<file path="src/rtl/csr_timer_pkg.sv">
// Shared constants, decode types and the CSR address decoder for csr_timer_bank.
package csr_timer_pkg;

  localparam int unsigned ADDR_W = 14;
  localparam int unsigned CSR_W  = 32;

  // Register addresses
  localparam logic [ADDR_W-1:0] ADDR_TID        = 14'h040;
  localparam logic [ADDR_W-1:0] ADDR_CNTC       = 14'h043;
  localparam logic [ADDR_W-1:0] ADDR_TIMER_BASE = 14'h041;
  localparam int unsigned       CHAN_STRIDE     = 8;

  // Per-channel register offsets from the channel base
  localparam logic [2:0] OFS_TCFG  = 3'd0;
  localparam logic [2:0] OFS_TVAL  = 3'd1;
  localparam logic [2:0] OFS_TICLR = 3'd3;

  // TCFG / TICLR field positions
  localparam int unsigned TCFG_EN_BIT       = 0;
  localparam int unsigned TCFG_PERIODIC_BIT = 1;
  localparam int unsigned TCFG_INITVAL_LSB  = 2;
  localparam int unsigned TICLR_CLR_BIT     = 0;

  typedef enum logic [2:0] {
    REG_NONE,
    REG_TID,
    REG_CNTC,
    REG_TCFG,
    REG_TVAL,
    REG_TICLR
  } csr_reg_e;

  typedef struct packed {
    csr_reg_e   kind;
    logic [2:0] chan;
  } csr_dec_t;

  // Map a CSR address onto a register kind and channel index.
  function automatic csr_dec_t csr_decode(input logic [ADDR_W-1:0] addr,
                                          input int unsigned       num_timers,
                                          input logic              cntc_en);
    csr_dec_t          dec;
    logic [ADDR_W-1:0] rel;
    logic [2:0]        ofs;
    dec.kind = REG_NONE;
    dec.chan = '0;
    rel      = addr - ADDR_TIMER_BASE;
    ofs      = rel[2:0];
    if (addr == ADDR_TID) begin
      dec.kind = REG_TID;
    end else if (addr == ADDR_CNTC) begin
      if (cntc_en) dec.kind = REG_CNTC;
    end else if ((addr >= ADDR_TIMER_BASE) &&
                 (rel < ADDR_W'(num_timers * CHAN_STRIDE))) begin
      dec.chan = 3'(rel >> 3);
      case (ofs)
        OFS_TCFG:  dec.kind = REG_TCFG;
        OFS_TVAL:  dec.kind = REG_TVAL;
        OFS_TICLR: dec.kind = REG_TICLR;
        default:   dec.kind = REG_NONE;
      endcase
    end
    return dec;
  endfunction

endpackage

</file>
<file path="src/rtl/csr_timer_chan.sv">
// One countdown timer channel: TCFG storage, TVAL down-counter, enable and pending flag.
module csr_timer_chan
  import csr_timer_pkg::*;
#(
  parameter int unsigned TIMER_W = 32
) (
  input  logic               clk,
  input  logic               reset,
  input  logic               tcfg_we,
  input  logic               ticlr_we,
  input  logic [TIMER_W-1:0] wdata,
  output logic [TIMER_W-1:0] tcfg,
  output logic [TIMER_W-1:0] tval,
  output logic               pending
);

  logic               en;
  logic               expire;
  logic               clr;
  logic [TIMER_W-1:0] reload_wr;
  logic [TIMER_W-1:0] reload_cur;

  assign expire     = en && (tval == '0);
  assign clr        = ticlr_we && wdata[TICLR_CLR_BIT];
  assign reload_wr  = {wdata[TIMER_W-1:TCFG_INITVAL_LSB], 2'b00};
  assign reload_cur = {tcfg[TIMER_W-1:TCFG_INITVAL_LSB], 2'b00};

  // Config and counter: a TCFG write overrides any expiry on the same edge.
  always_ff @(posedge clk) begin
    if (reset) begin
      tcfg <= '0;
      tval <= '1;
      en   <= 1'b0;
    end else if (tcfg_we) begin
      tcfg <= wdata;
      tval <= reload_wr;
      en   <= wdata[TCFG_EN_BIT];
    end else if (expire) begin
      if (tcfg[TCFG_PERIODIC_BIT]) begin
        tval <= reload_cur;
      end else begin
        tval <= '1;
        en   <= 1'b0;
      end
    end else if (en) begin
      tval <= tval - TIMER_W'(1);
    end
  end

  // Pending flag: a live expiry beats a same-edge clear so no event is dropped.
  always_ff @(posedge clk) begin
    if (reset) begin
      pending <= 1'b0;
    end else if (expire && !tcfg_we) begin
      pending <= 1'b1;
    end else if (clr) begin
      pending <= 1'b0;
    end
  end

endmodule

</file>
<file path="src/rtl/csr_timer_bank.sv">
// Timer/counter CSR bank: NUM_TIMERS countdown channels, TID and a stable counter.
// Optional feature macro: CSR_CNTC_EN adds the CNTC compensation register at 0x43.
module csr_timer_bank
  import csr_timer_pkg::*;
#(
  parameter int unsigned NUM_TIMERS = 1,
  parameter int unsigned TIMER_W    = 32,
  parameter int unsigned STABLE_W   = 64,
  parameter logic [31:0] TID_RESET  = 32'h0
) (
  input  logic                  clk,
  input  logic                  reset,
  input  logic [ADDR_W-1:0]     csr_raddr,
  output logic [CSR_W-1:0]      csr_rdata,
  output logic                  csr_hit,
  input  logic                  csr_we,
  input  logic [ADDR_W-1:0]     csr_waddr,
  input  logic [CSR_W-1:0]      csr_wdata,
  output logic [NUM_TIMERS-1:0] timer_irq,
  output logic [STABLE_W-1:0]   time_cnt,
  output logic [31:0]           time_tid
);

`ifdef CSR_CNTC_EN
  localparam logic CNTC_EN = 1'b1;
`else
  localparam logic CNTC_EN = 1'b0;
`endif

  csr_dec_t              rdec;
  csr_dec_t              wdec;
  logic [NUM_TIMERS-1:0] tcfg_we;
  logic [NUM_TIMERS-1:0] ticlr_we;
  logic [NUM_TIMERS-1:0] pending;
  logic [TIMER_W-1:0]    tcfg_q [NUM_TIMERS];
  logic [TIMER_W-1:0]    tval_q [NUM_TIMERS];
  logic [31:0]           tid;
  logic [STABLE_W-1:0]   stable_cnt;
  logic                  tid_we;

  assign rdec   = csr_decode(csr_raddr, NUM_TIMERS, CNTC_EN);
  assign wdec   = csr_decode(csr_waddr, NUM_TIMERS, CNTC_EN);
  assign csr_hit = (rdec.kind != REG_NONE);
  assign tid_we = csr_we && (wdec.kind == REG_TID);

  // Per-channel write strobes from the decoded write address.
  always_comb begin
    tcfg_we  = '0;
    ticlr_we = '0;
    for (int unsigned i = 0; i < NUM_TIMERS; i++) begin
      tcfg_we[i]  = csr_we && (wdec.kind == REG_TCFG)  && (wdec.chan == 3'(i));
      ticlr_we[i] = csr_we && (wdec.kind == REG_TICLR) && (wdec.chan == 3'(i));
    end
  end

  for (genvar g = 0; g < NUM_TIMERS; g++) begin : g_chan
    csr_timer_chan #(
      .TIMER_W (TIMER_W)
    ) u_chan (
      .clk      (clk),
      .reset    (reset),
      .tcfg_we  (tcfg_we[g]),
      .ticlr_we (ticlr_we[g]),
      .wdata    (csr_wdata[TIMER_W-1:0]),
      .tcfg     (tcfg_q[g]),
      .tval     (tval_q[g]),
      .pending  (pending[g])
    );
  end

  assign timer_irq = pending;
  assign time_tid  = tid;

  // TID register.
  always_ff @(posedge clk) begin
    if (reset) begin
      tid <= TID_RESET;
    end else if (tid_we) begin
      tid <= csr_wdata;
    end
  end

  // Free-running stable counter, wraps naturally at STABLE_W bits.
  always_ff @(posedge clk) begin
    if (reset) begin
      stable_cnt <= '0;
    end else begin
      stable_cnt <= stable_cnt + STABLE_W'(1);
    end
  end

`ifdef CSR_CNTC_EN
  logic [31:0] cntc;

  // Software compensation offset, applied sign-extended to the counter view.
  always_ff @(posedge clk) begin
    if (reset) begin
      cntc <= '0;
    end else if (csr_we && (wdec.kind == REG_CNTC)) begin
      cntc <= csr_wdata;
    end
  end

  assign time_cnt = stable_cnt + STABLE_W'({{32{cntc[31]}}, cntc});
`else
  assign time_cnt = stable_cnt;
`endif

  // Zero-latency read mux; unmapped addresses and TICLR read as 0.
  always_comb begin
    csr_rdata = '0;
    case (rdec.kind)
      REG_TID: csr_rdata = tid;
`ifdef CSR_CNTC_EN
      REG_CNTC: csr_rdata = cntc;
`endif
      REG_TCFG: begin
        for (int unsigned i = 0; i < NUM_TIMERS; i++) begin
          if (rdec.chan == 3'(i)) csr_rdata = 32'(tcfg_q[i]);
        end
      end
      REG_TVAL: begin
        for (int unsigned i = 0; i < NUM_TIMERS; i++) begin
          if (rdec.chan == 3'(i)) csr_rdata = 32'(tval_q[i]);
        end
      end
      default: csr_rdata = '0;
    endcase
  end

endmodule
</file>
<file path="config.mk">
export PLATFORM = sky130hd
export DESIGN_NAME = csr_timer_bank
export DESIGN_NICKNAME = d
export VERILOG_FILES = /design/src/rtl/csr_timer_pkg.sv /design/src/rtl/csr_timer_chan.sv /design/src/rtl/csr_timer_bank.sv
export SDC_FILE = /design/constraint.sdc
export NUM_CORES = 1
export LEC_CHECK = 0
export CORE_MARGIN = 2
export CORE_UTILIZATION = 46
export DETAILED_ROUTE_END_ITERATION = 12
export GPL_ROUTABILITY_DRIVEN = 0
export HOLD_SLACK_MARGIN = 0.1
export PLACE_DENSITY = 0.84
export SLEW_MARGIN = 20
export SYNTH_ARGS = -nofsm -noshare
export SYNTH_HDL_FRONTEND = slang
export SYNTH_SLANG_ARGS = --single-unit
export TNS_END_PERCENT = 10
</file>
<file path="constraint.sdc">
create_clock -name clk -period 3.3 [get_ports clk]
set_input_delay 0.66 -clock clk [delete_from_list [all_inputs] [get_ports clk]]
set_output_delay 0.66 -clock clk [all_outputs]
set_load 0.01 [all_outputs]
</file>
==> results by group <==
Logic synthesis
  – Register area share after synthesis: about two fifths
  – Syn_nets: 1,138
  – Yosys top cell area share: 39.72%
  – Post-synth EDFFs: 0
  – Library cells used by synthesis: 60
  – Synth warn: 0
  – Syn Inst Count: 1,071
  – Yosys top cell by area: dfxtp_1
  – Top post-synthesis cells by count: nand2_1 (177), dfxtp_1 (162), a21oi_1 (103), nor2_1 (79), clkbuf_1 (64)
  – Main synth FF type: dfxtp_1
  – Mean Syn Cell Area: about 7.6 um^2
  – Ys async rst share: 0%
  – Most frequent cell after synthesis: nand2_1
  – Seq cells post-synth: 162
  – Largest cells by area after synthesis: dfxtp_1 (40%), nand2_1 (8.1%), a21oi_1 (6.3%)
  – Post-Syn Area: 8165 um^2

Route
  – WL per Instance: 17.57 um
  – DR vias: 8,932
  – DRT Wirelength: 26,550 um
  – Post-route ant nets: 0
  – Drt initial violations: 734
  – TritonRoute pass-1 iters: 8
  – Vias per std cell: 5.911
  – Post-route DRC violation count: 0

STA
  – Period utilization: 105.6%
  – RSZ-0062 raised after global routing: yes
  – Slew margin rel.: a little under three fifths
  – Final hold violations: 0
  – Final setup margin: -183.5 ps
  – Final setup viols: 33
  – Layout Skew: around 11 ps
  – Worst Max-Slew Pin Slew: ~660 ps
  – Fmax: 287.1 MHz
  – Slew Limit Fails: 0
  – Fin crit period: 3483 ps

Outcome
  – Status: finished with violations
  – Violated checks: negative setup slack

Clock network
  – CTS H-tree lvls: 4
  – Clock Latency Late Sink: 430 ps
  – Post-CTS Hold Buffers: 0
  – Root buffer cell: clkbuf_16
  – CTS tree: built
  – Clk slew on worst S/H paths: ~60 ps
  – Max Root-Sink Buffers: 2
  – Clock Sinks: 162
  – Num CTS Buffers: 17

Worst setup path
  – Crit path launch type: input port
  – Crit path DAT: around 2800 ps
  – Critical Path End Type: output pin
  – Critical path class: input port to output pin
  – Req. time, crit path: about 2600 ps
  – Critical path peak fanout: 7

Floorplan
  – Core area: 17,300 um^2
  – Starting Density: 47.21%
  – Die W: ~140 um
  – Die area: 18,830 um^2
  – Die height: 137.2 um
  – I/O pin count: about 190
  – Site row count: 48

Flow run
  – # Max-Cap Violations: 0

GRT
  – Largest net degree at the start of global routing: 63
  – Total Routing Usage GR: 27.78%
  – First-pass GRT wire length: 41,800 um
  – Initial antenna violation count: 0
  – GR Overflow Total: 0
  – Vias in the first global route: 8,296

Power and ir drop
  – PD cells: 370.1 nW/um^2
  – Tot Pwr: 4.180 mW
  – Max rail drop VDD: 358.9 uV
  – Leakage: slightly above 4 nW

Layout
  – Final std cells w/o fill: 1,511
  – Area Growth Syn to Fin: 38.34%
  – Antenna fix cells: 0
  – Share of post-route cells with drive strength above 1: between 10% and 20%
  – Fin area: 11,300 um^2
  – Nets: ~1,300

Hold path
  – HP Class: flip-flop to flip-flop

Placement
  – DP HPWL: 18,290 um
  – # port buffers: 192
  – Placed cells: 1,466
  – Post-DP Area: 10,610 um^2
repair_timing:
item / CTS / global route
gates cloned: 2 / 0
setup endpoints to repair: 33 / 33
setup buffers: 10 / 3
pin swaps: 16 / 15
resized for setup: 180 / 22
where the power goes:
group | internal [mW] | switching (mW)
clock | 1.15 | 0.848
combinational | 0.111 | 0.109
sequential | 1.96 | 0.00613
sequential cells by signal, summed over array words and instances, names as in the netlist:
register and count:
time_cnt 64, g_chan.u_chan.en 1, time_tid 32, g_chan.u_chan.tval 32, g_chan.u_chan.tcfg 32, g_chan.u_chan.pending 1
cells by family (layout without fill, tap and decap cells):
family / count (synthesis) / in the layout / synth area share [%]
and+or+nand+nor: 474 / 474 / 27.98
AOI/OAI and AO/OA: 253 / 253 / 19.05
muxes: 1 / 1 / 0.1226
xor gates and xnor gates: 68 / 68 / 7.294
DFF: 162 / 162 / 39.72
buffers and inverters: 109 / 324 / 5.225
adders and majority gates: 4 / 4 / 0.6130
layer usage:
metal | GRT usage [%] | share of wire (%) | up-vias | wire length, um
met5 | 0 | 0 | - | 0
met4 | 11.97 | 3.1 | 0 | 830
met3 | 7.322 | 10 | 80 | 2727
met2 | 45.49 | 47 | 474 | 12450
met1 | 34.46 | 40 | 4137 | 10540
li1 | - | - | 4241 | -
worst max-delay path, stage by stage:
cell and delay, ps:
buf_6 90, or4_4 540, o31ai_2 210, nand2_1 130, a2111oi_4 410, buf_4 190, nand2_4 110, buf_4 180
o21ai_0 150, buf_2 160
layout by cell type, fill, tap and decap left out, types with 4 or more instances in the layout:
master	Yosys	routed
nand2_1	177	176
dfxtp_1	162	162
clkdlybuf4s50_1	0	147
a21oi_1	103	103
nor2_1	79	78
buf_4	0	50
o21ai_0	62	47
nor3_1	49	46
xnor2_1	43	43
nand3_1	43	42
inv_1	34	34
buf_2	2	32
nor4_1	29	29
a32oi_1	32	26
nand4_1	26	26
xor2_1	25	25
o21ai_1	2	17
clkbuf_16	0	17
and3_1	13	13
or3_1	12	11
a31oi_1	11	11
buf_12	0	11
and4_1	10	10
o211ai_1	8	8
buf_6	2	8
a32oi_2	0	6
or4_1	7	6
nand2b_1	5	5
and2_1	5	5
o31ai_1	6	5
o311ai_0	4	4
ha_1	4	4
inv_6	0	4
clkinvlp_4	0	4
dlygate4sd2_1	0	4
per-stage QoR:
step                setup slack [ps]  hold slack [ps]  utilization, %  TNS, ps
CTS                           -183.5            465.5           65.00    -2937
floorplan                      31.79            432.1               -        0
global route                  -273.6            495.4           65.31    -7390
finish                        -183.5            464.6           65.31    -4294
global placement              -934.9            446.5           61.32   -28500
detailed placement             -1000            456.7           61.32   -30420
final timing paths:
kind | startpoint | to | slack [ps] | cells after the start
max reg2reg | g_chan[0].u_chan.tval[4] | g_chan[0].u_chan.tval[26] | 340 | 6
min | g_chan[0].u_chan.tcfg[0] | g_chan[0].u_chan.tcfg[0] | 460 | 2
min reg2reg | g_chan[0].u_chan.tcfg[0] | g_chan[0].u_chan.tcfg[0] | 460 | 2
max | csr_raddr[3] | csr_rdata[6] | -180 | 10
area by class of cell:
type,count,area (um^2)
fillers,1411,6001
repair buffers,258,2426
clock inverters,13,150.1
flip-flops and latches,162,3243
well taps,225,281.5
clock buffers,19,442.9
multi-input cells,800,4624
inverters,34,127.6
(Power assumes the default switching activity.)
